### src/rtl/fact_bcd_converter.sv
// -----------------------------------------------------------------------------
// fact_bcd_converter
//   Sequential binary-to-BCD converter (shift-and-add-3, one bit per clock)
//   that sits downstream of the factorial generator. It also reports how many
//   significant decimal digits the result has, for the display formatter.
//
// Ports
//   clk          system clock, rising edge
//   rst          asynchronous, active-high reset
//   in_valid     upstream presents bin_in
//   in_ready     converter idle, able to accept (decoded from state only)
//   bin_in       unsigned binary value, sampled on the accept edge only
//   out_valid    bcd_out / digit_count hold a completed conversion
//   out_ready    downstream accepts the result
//   bcd_out      packed BCD, digit 0 (units) at bits [3:0]
//   digit_count  significant digits in bcd_out, 1..DIGITS
// -----------------------------------------------------------------------------
module fact_bcd_converter #(
  parameter int unsigned BIN_W  = 32,
  parameter int unsigned DIGITS = 10,
  parameter int unsigned CNT_W  = 4
) (
  input  logic                  clk,
  input  logic                  rst,
  input  logic                  in_valid,
  output logic                  in_ready,
  input  logic [BIN_W-1:0]      bin_in,
  output logic                  out_valid,
  input  logic                  out_ready,
  output logic [4*DIGITS-1:0]   bcd_out,
  output logic [CNT_W-1:0]      digit_count
);

  localparam int unsigned BCD_W    = 4 * DIGITS;
  localparam int unsigned BITCNT_W = $clog2(BIN_W + 1);

  localparam logic [1:0] IDLE  = 2'd0;
  localparam logic [1:0] SHIFT = 2'd1;
  localparam logic [1:0] DONE  = 2'd2;

  logic [1:0]          r_state;
  logic [BIN_W-1:0]    r_bin;
  logic [BCD_W-1:0]    r_acc;
  logic [BITCNT_W-1:0] r_bitcnt;
  logic                r_out_valid;
  logic [BCD_W-1:0]    r_bcd_out;
  logic [CNT_W-1:0]    r_digit_count;

  logic [BCD_W-1:0]    w_acc_adj;
  logic [BCD_W-1:0]    w_acc_next;
  logic [BIN_W-1:0]    w_bin_next;
  logic [CNT_W-1:0]    w_digit_count;
  logic                w_last_shift;

  // Add 3 to every digit >= 5 so that the following left shift carries
  // correctly into the next decimal digit.
  always_comb begin
    w_acc_adj = '0;
    for (int i = 0; i < DIGITS; i++) begin
      if (r_acc[4*i +: 4] >= 4'd5) begin
        w_acc_adj[4*i +: 4] = r_acc[4*i +: 4] + 4'd3;
      end else begin
        w_acc_adj[4*i +: 4] = r_acc[4*i +: 4];
      end
    end
  end

  // {accumulator, binary} shifted left by one as a single wide register.
  assign w_acc_next   = {w_acc_adj[BCD_W-2:0], r_bin[BIN_W-1]};
  assign w_bin_next   = {r_bin[BIN_W-2:0], 1'b0};
  assign w_last_shift = (r_bitcnt == BITCNT_W'(1));

  // Highest nonzero digit wins; an all-zero value still reports one digit.
  always_comb begin
    w_digit_count = CNT_W'(1);
    for (int i = 0; i < DIGITS; i++) begin
      if (w_acc_next[4*i +: 4] != 4'd0) begin
        w_digit_count = CNT_W'(i + 1);
      end
    end
  end

  always_ff @(posedge clk or posedge rst) begin
    if (rst) begin
      r_state       <= IDLE;
      r_bin         <= '0;
      r_acc         <= '0;
      r_bitcnt      <= '0;
      r_out_valid   <= 1'b0;
      r_bcd_out     <= '0;
      r_digit_count <= '0;
    end else begin
      unique case (r_state)
        IDLE: begin
          if (in_valid) begin
            r_bin    <= bin_in;
            r_acc    <= '0;
            r_bitcnt <= BITCNT_W'(BIN_W);
            r_state  <= SHIFT;
          end
        end
        SHIFT: begin
          r_acc    <= w_acc_next;
          r_bin    <= w_bin_next;
          r_bitcnt <= r_bitcnt - BITCNT_W'(1);
          if (w_last_shift) begin
            r_state       <= DONE;
            r_bcd_out     <= w_acc_next;
            r_digit_count <= w_digit_count;
            r_out_valid   <= 1'b1;
          end
        end
        DONE: begin
          if (out_ready) begin
            r_state     <= IDLE;
            r_out_valid <= 1'b0;
          end
        end
        default: begin
          r_state     <= IDLE;
          r_out_valid <= 1'b0;
        end
      endcase
    end
  end

  assign in_ready    = (r_state == IDLE);
  assign out_valid   = r_out_valid;
  assign bcd_out     = r_bcd_out;
  assign digit_count = r_digit_count;

endmodule
### config.mk
export PLATFORM = sky130hd
export DESIGN_NAME = fact_bcd_converter
export DESIGN_NICKNAME = d
export VERILOG_FILES = /design/src/rtl/fact_bcd_converter.sv
export SDC_FILE = /design/constraint.sdc
export NUM_CORES = 1
export LEC_CHECK = 0
export ABC_AREA = 1
export CAP_MARGIN = 5
export CORE_MARGIN = 10
export CORE_UTILIZATION = 40
export DETAILED_ROUTE_END_ITERATION = 8
export PLACE_DENSITY_LB_ADDON = 0.15
export SKIP_CTS_REPAIR_TIMING = 1
export SLEW_MARGIN = 15
export SYNTH_ARGS = -nofsm -noshare
export SYNTH_HDL_FRONTEND = slang
export SYNTH_SLANG_ARGS = --single-unit
### constraint.sdc
create_clock -name clk -period 4.5 [get_ports clk]
set_input_delay 0.45 -clock clk [delete_from_list [all_inputs] [get_ports clk]]
set_output_delay 0.45 -clock clk [all_outputs]
set_load 0.005 [all_outputs]
==> reports/metrics.csv, run 1 <==
stage;metric;value;unit
place;gp_congestion;0.839;
finish;postLayoutCellArea;0.00743;mm²
timing;slew_headroom;40.5;%
yosys;async_reset_ff_share;100;%
timing;clock.fmax;0.402;GHz
route;routed_wl;14.3;mm
grt;grt_pass1_vias;4948;
flow_run;max-cap-violations;0;
worst_setup_path;critPathLaunch;r_state[1];
finish;diodes;0;
grt;grt_max_degree;66;
grt;grt_usage;14.9;%
finish;drive_above_1_share;6.99;%
worst_setup_path;reg2reg_slack;2.01;ns
clock_network;clkTransAtPathRegs;0.05;ns
clock_network;cts_made_buffers;17;
timing;rsz0062_at_grt;no;
yosys;synth_seq_area_share;52.6;%
worst_setup_path;path_class;register to register;
grt;grt_overflow;0;
yosys;synth_top_area_share;52.6;%
route;wl_per_cell;14.9;µm
worst_setup_path;worst_r2r_path_depth;5;
route;vias;4831;
finish;final_core_util;51.1;%
timing;final-setup-viol-count;0;
timing;period_needed;2.49;ns
finish;final.fill_count;1321;
worst_setup_path;cp_max_fo;47;
timing;setup_tns;0;ns
floorplanning;die_area;0.0202;mm²
route;drt_first_pass_iters;5;
yosys;synth_cells;686;
timing;finalCritPeriodShare;55.3;%
yosys;postSynthRegisterBits;125;
yosys;synth_edf_count;0;
clock_network;cts.sinks;125;
hold_path;min_path_type;register to register;
finish;multi_input_comb_area;0.00244;mm²
yosys;synth_top_area_cell;dfrtp_1;
grt;grt_pass1_wl;24.5;mm
place;hpwl;9.96;mm
yosys;synth.distinct_cells;37;
worst_setup_path;r2r_end;r_acc[13];
floorplanning;die_h;142;µm
yosys;synth.area.top_cells;dfrtp_1 53%, nand2_1 13%, o21ai_0 5.0%, ha_1 4.6%, o22ai_1 3.9%;
route;drt_iter0_markers;291;
timing;hold_viol_final;0;
floorplanning;initial_utilization;40.9;%
yosys;ys.flop_type;dfrtp_1;
finish;fin_nets;821;
worst_setup_path;crit_path_start_kind;register;
yosys;yosys_warnings;0;
clock_network;htreeDepth;4;
pwr;peakVddDrop;0.373;mV
pwr;power_density;776;mW/mm²
route;ant_nets;0;
timing;worst_pin_slew;0.891;ns
run_status;outcome;finished, final reports clean;
floorplanning;core;0.0145;mm²
timing;timing.hold.ws;0.480;ns
grt;antenna_found_initial;0;
place;place_area;0.00692;mm²
finish;area_growth;24.9;%
worst_setup_path;r2r_start;r_state[1];
worst_setup_path;endpoint;r_acc[13];
clock_network;clock_latency;0.42;ns
pwr;leakagePower;3.46;nW
clock_network;clockBufferDepth;2;
route;remaining_drc_errors;0;
floorplanning;pin_count;82;
clock_network;cts_tree;yes;
floorplanning;die_w;142;µm
worst_setup_path;cp.arrival;2.74;ns
finish;regArea;0.00313;mm²
floorplanning;num_rows;44;
clock_network;cts_root_buffer;clkbuf_16;
yosys;syn_area;0.00595;mm²
pwr;total_power;5.77;mW
timing;slew_viol_final;0;
yosys;syn_avg_cell_area;8.67;µm²
place;io_buffers;81;
timing;skew;0.00634;ns
route;viasPerCell;5.05;
worst_setup_path;end_kind;register;
yosys;syn-num-nets;744;
worst_setup_path;crit_required;4.75;ns
registers in the layout, indices dropped and copies added (netlist names):
name and flops:
r_bitcnt 6, bcd_out 40, out_valid 1, r_state 2
r_acc 40, digit_count 4, r_bin 32
cell type report:
cell class	count	share of cell area [%]
Clock inverter	2	0.135
Tap cell	184	3.10
Timing Repair Buffer	85	11.5
Inverter	71	3.66
Sequential cell	125	42.1
Multi-Input combinational cell	463	32.8
Clock buffer	26	6.72
cell usage in the layout (no fill, tap or decap), types with 5 or more instances in the layout:
master and instances:
clkdlybuf4s50_1 81, clkbuf_16 17, nand3_1 29, nand2_1 205, clkbuf_1 5, ha_1 22, o211ai_1 15, o21ai_0 60
dfrtp_1 125, o22ai_1 37, a21oi_1 10, xor2_1 10, nor2_4 5, inv_2 8, inv_1 59, nand4_1 5
nor2_1 22, o21ai_1 15
power breakdown:
| part | switching [mW] | internal (mW) |
|---|---|---|
| clock network | 0.454 | 0.747 |
| registers | 0.336 | 1.65 |
| logic | 1.52 | 1.06 |
synth_stat cells, types with 5 or more instances:
cell and instances:
o21ai_0 60, nand4_1 5, nand2_1 205, xor2_1 10, inv_1 60, o211ai_1 15
o22ai_1 37, a21oi_1 10, nor2_4 5, ha_1 22, dfrtp_1 125, o21ai_1 15
inv_2 8, nor2_1 22, nand3_1 29, clkbuf_1 17, buf_2 9
metal layers:
metal | vias up | GRT usage, % | routed length [µm]
li1 | 2398 | - | -
met1 | 2307 | 18.8 | 6550
met2 | 119 | 23.2 | 6760
met3 | 7 | 5.24 | 842
met4 | 0 | 4.84 | 114
met5 | - | 0 | 0
worst max-delay path: stages (launching register included):
cell,delay (ns)
dfrtp_1,0.45
nor2_4,0.62
nor2_4,0.12
buf_4,0.26
inv_2,0.67
o22ai_1,0.18
kinds of logic (layout without fill, tap and decap cells):
logic type	after synthesis	after routing	share of synthesized area [%]
mux	1	1	0.168
simple gates	284	284	20.4
flops	125	125	52.6
fa+ha+maj	22	22	4.63
buf+inv	98	184	6.48
compound gates	144	144	13.9
xor+xnor	12	12	1.89
stage by stage:
stage / setup WS (ns) / cells
finish: 2.01 / 956
global route: 1.77 / 956
CTS: 1.98 / 956
detailed placement: 1.67 / 928
global placement: 1.78 / 928
floorplan: 0.722 / 686
worst min path at each step:
stage / from / end / slack, ns / depth (start not counted)
global route: bcd_out[18] / bcd_out[18] / 0.51 / 2
detailed placement: r_bin[27] / r_bin[27] / 0.47 / 2
global placement: bcd_out[20] / bcd_out[20] / 0.47 / 2
CTS: r_bin[27] / r_bin[27] / 0.48 / 2
floorplan: r_bin[27] / r_bin[27] / 0.45 / 2
finish: bcd_out[6] / bcd_out[6] / 0.48 / 2
No activity file was read; power rests on OpenSTA's default activity.
==> run 2: changes to the inputs <==
==> constraint.sdc (replaced) <==
create_clock -name clk -period 2.2 [get_ports clk]
set_input_delay 0.22 -clock clk [delete_from_list [all_inputs] [get_ports clk]]
set_output_delay 0.22 -clock clk [all_outputs]
set_load 0.005 [all_outputs]
==> reports/metrics.csv, run 2 (same netlist as run 1, synthesis figures left out) <==
stage;metric;value;unit
floorplanning;die_w;142;µm
timing;slew_headroom;61.6;%
finish;postLayoutCellArea;0.00758;mm²
floorplanning;pin_count;82;
timing;slew_viol_final;0;
pwr;switchingPower;4.83;mW
timing;setup_tns;0;ns
clock_network;clock_latency;0.42;ns
finish;multi_input_comb_area;0.00246;mm²
worst_setup_path;path_class;register to register;
timing;clock.fmax;0.501;GHz
route;viasPerCell;5.10;
floorplanning;die_area;0.0202;mm²
route;ant_nets;0;
route;remaining_drc_errors;0;
worst_setup_path;worst_r2r_path_depth;12;
worst_setup_path;critPathMaxStageDelay;0.40;ns
clock_network;clockBufferDepth;2;
floorplanning;core;0.0145;mm²
grt;grt_overflow;0;
grt;grt_pass1_wl;24.3;mm
floorplanning;num_rows;44;
pwr;pwr-share-clk;21.7;%
place;gp_congestion;0.883;
worst_setup_path;r2r_start;r_acc[29];
timing;skew;0.0110;ns
worst_setup_path;r2r_end;digit_count[3];
timing;period_needed;2.00;ns
timing;layout_setup_ws;0.202;ns
clock_network;clkTransAtPathRegs;0.05;ns
clock_network;cts_made_buffers;17;
timing;rsz0062_at_grt;no;
finish;regArea;0.00313;mm²
worst_setup_path;end_kind;register;
route;routed_wl;14.4;mm
hold_path;min_path_type;input pin to asynchronous set/reset pin;
timing;final-setup-viol-count;0;
worst_setup_path;cp.arrival;2.30;ns
pwr;peakVddDrop;0.871;mV
timing;timing.hold.ws;0.248;ns
clock_network;cts.sinks;125;
finish;final_common_cell;nand2_1;
grt;antenna_found_initial;0;
pwr;p_comb_share;45.2;%
worst_setup_path;reg2reg_slack;0.20;ns
grt;grt_pass1_vias;5032;
place;io_buffers;81;
place;place_area;0.00699;mm²
pwr;leakagePower;3.54;nW
timing;finalCritPeriodShare;90.8;%
timing;hold_viol_final;0;
pwr;p_int;7.36;mW
finish;final_core_util;52.2;%
worst_setup_path;worst_path_max_delay_cell;dfrtp_1;
flow_run;max-cap-violations;0;
finish;diodes;0;
clock_network;htreeDepth;4;
timing;worst_pin_slew;0.577;ns
run_status;outcome;finished, final reports clean;
finish;drive_above_1_share;9.44;%
place;hpwl;9.93;mm
pwr;power_density;1610;mW/mm²
place;pre_cts_ws;0.185;ns
route;drt_iter0_markers;348;
clock_network;cts_root_buffer;clkbuf_16;
pwr;switching_share;39.6;%
route;vias;4932;
floorplanning;die_h;142;µm
route;drt_first_pass_iters;7;
finish;area_growth;27.4;%
grt;grt_max_degree;105;
finish;final.fill_count;1388;
worst_setup_path;cp_cell_sequence;inv_1 > ha_1 > nor2_4 > a21oi_2 > nand2_2 > xor2_1 > nand2_1 > nor2_1 > and2_2 > nand2_1 > o21ai_1 > inv_1;
grt;grt_usage;14.8;%
route;wl_per_cell;14.9;µm
floorplanning;initial_utilization;40.9;%
clock_network;cts_tree;yes;
finish;fin_nets;829;
worst_setup_path;cp_max_fo;3;
pwr;seqPwrFrac;33.1;%
worst_setup_path;crit_required;2.50;ns
finish;final_cell_mix;204 x nand2_1, 125 x dfrtp_1, 81 x clkdlybuf4s50_1;
worst_setup_path;crit_path_start_kind;register;
==> run 2: cell count changes in the layout (fill, tap and decap cells not counted), sizes merged <==
cell,previous run,this run
buf,4,12
bufinv,0,1
inv,68,67
clkinvlp,0,1
clkinv,5,9
clkbuf,26,25
==> run 2: how the worst max path moves through the flow <==
stage	startpoint	endpoint	slack, ns	cells past startpoint
after floorplan	rst	bcd_out[0]	0.44	1
after global placement	r_acc[32]	digit_count[3]	0.24	12
after detailed placement	r_acc[32]	digit_count[3]	0.19	12
after CTS	r_acc[32]	digit_count[3]	0.14	12
after global routing	r_acc[28]	digit_count[3]	0.008	12
final	r_acc[29]	digit_count[3]	0.20	12
==> run 2: final cells by class <==
type	instances	share of cell area, %
sequential	125	41.3
clock inverter	7	0.792
inverter	71	3.60
timing repair buffer	93	12.2
multi-input combinational	463	32.4
tap	184	3.04
clock buffer	25	6.67
==> run 2: routing by layer <==
metal  part of all wire [%]  up-vias  track usage [%]  routed length, µm
li1                       -     2419                -                  -
met1                     45     2380             18.0               6460
met2                     48      114             23.6               6860
met3                    6.0       19             4.97                858
met4                    1.7        0             6.02                239
met5                      0        -                0                  0
==> run 2: stage by stage <==
stage               instances  total power, mW
global route              968             13.3
CTS                       967             12.2
floorplan                 686             7.53
detailed placement        935             9.50
global placement          935             9.26
finish                    968             12.2
==> run 2: critical path, delay by kind of cell (launching register included) <==
kind	cells	cell delay [ns]
AND/OR/NAND/NOR	6	0.64
flip-flops	1	0.40
adder cells (fa/ha/maj)	1	0.23
XOR/XNOR	1	0.23
AO/OA/AOI/OAI	2	0.20
buffers and inverters	2	0.18
==> run 2: power groups by stage <==
stage / combinational [mW] / clock [mW] / sequential [mW]
finish: 5.51 / 2.65 / 4.03
global route: 6.31 / 2.82 / 4.16
CTS: 5.48 / 2.71 / 4.02
detailed placement: 5.46 / 0 / 4.05
global placement: 5.24 / 0 / 4.02
floorplan: 3.58 / 0 / 3.95
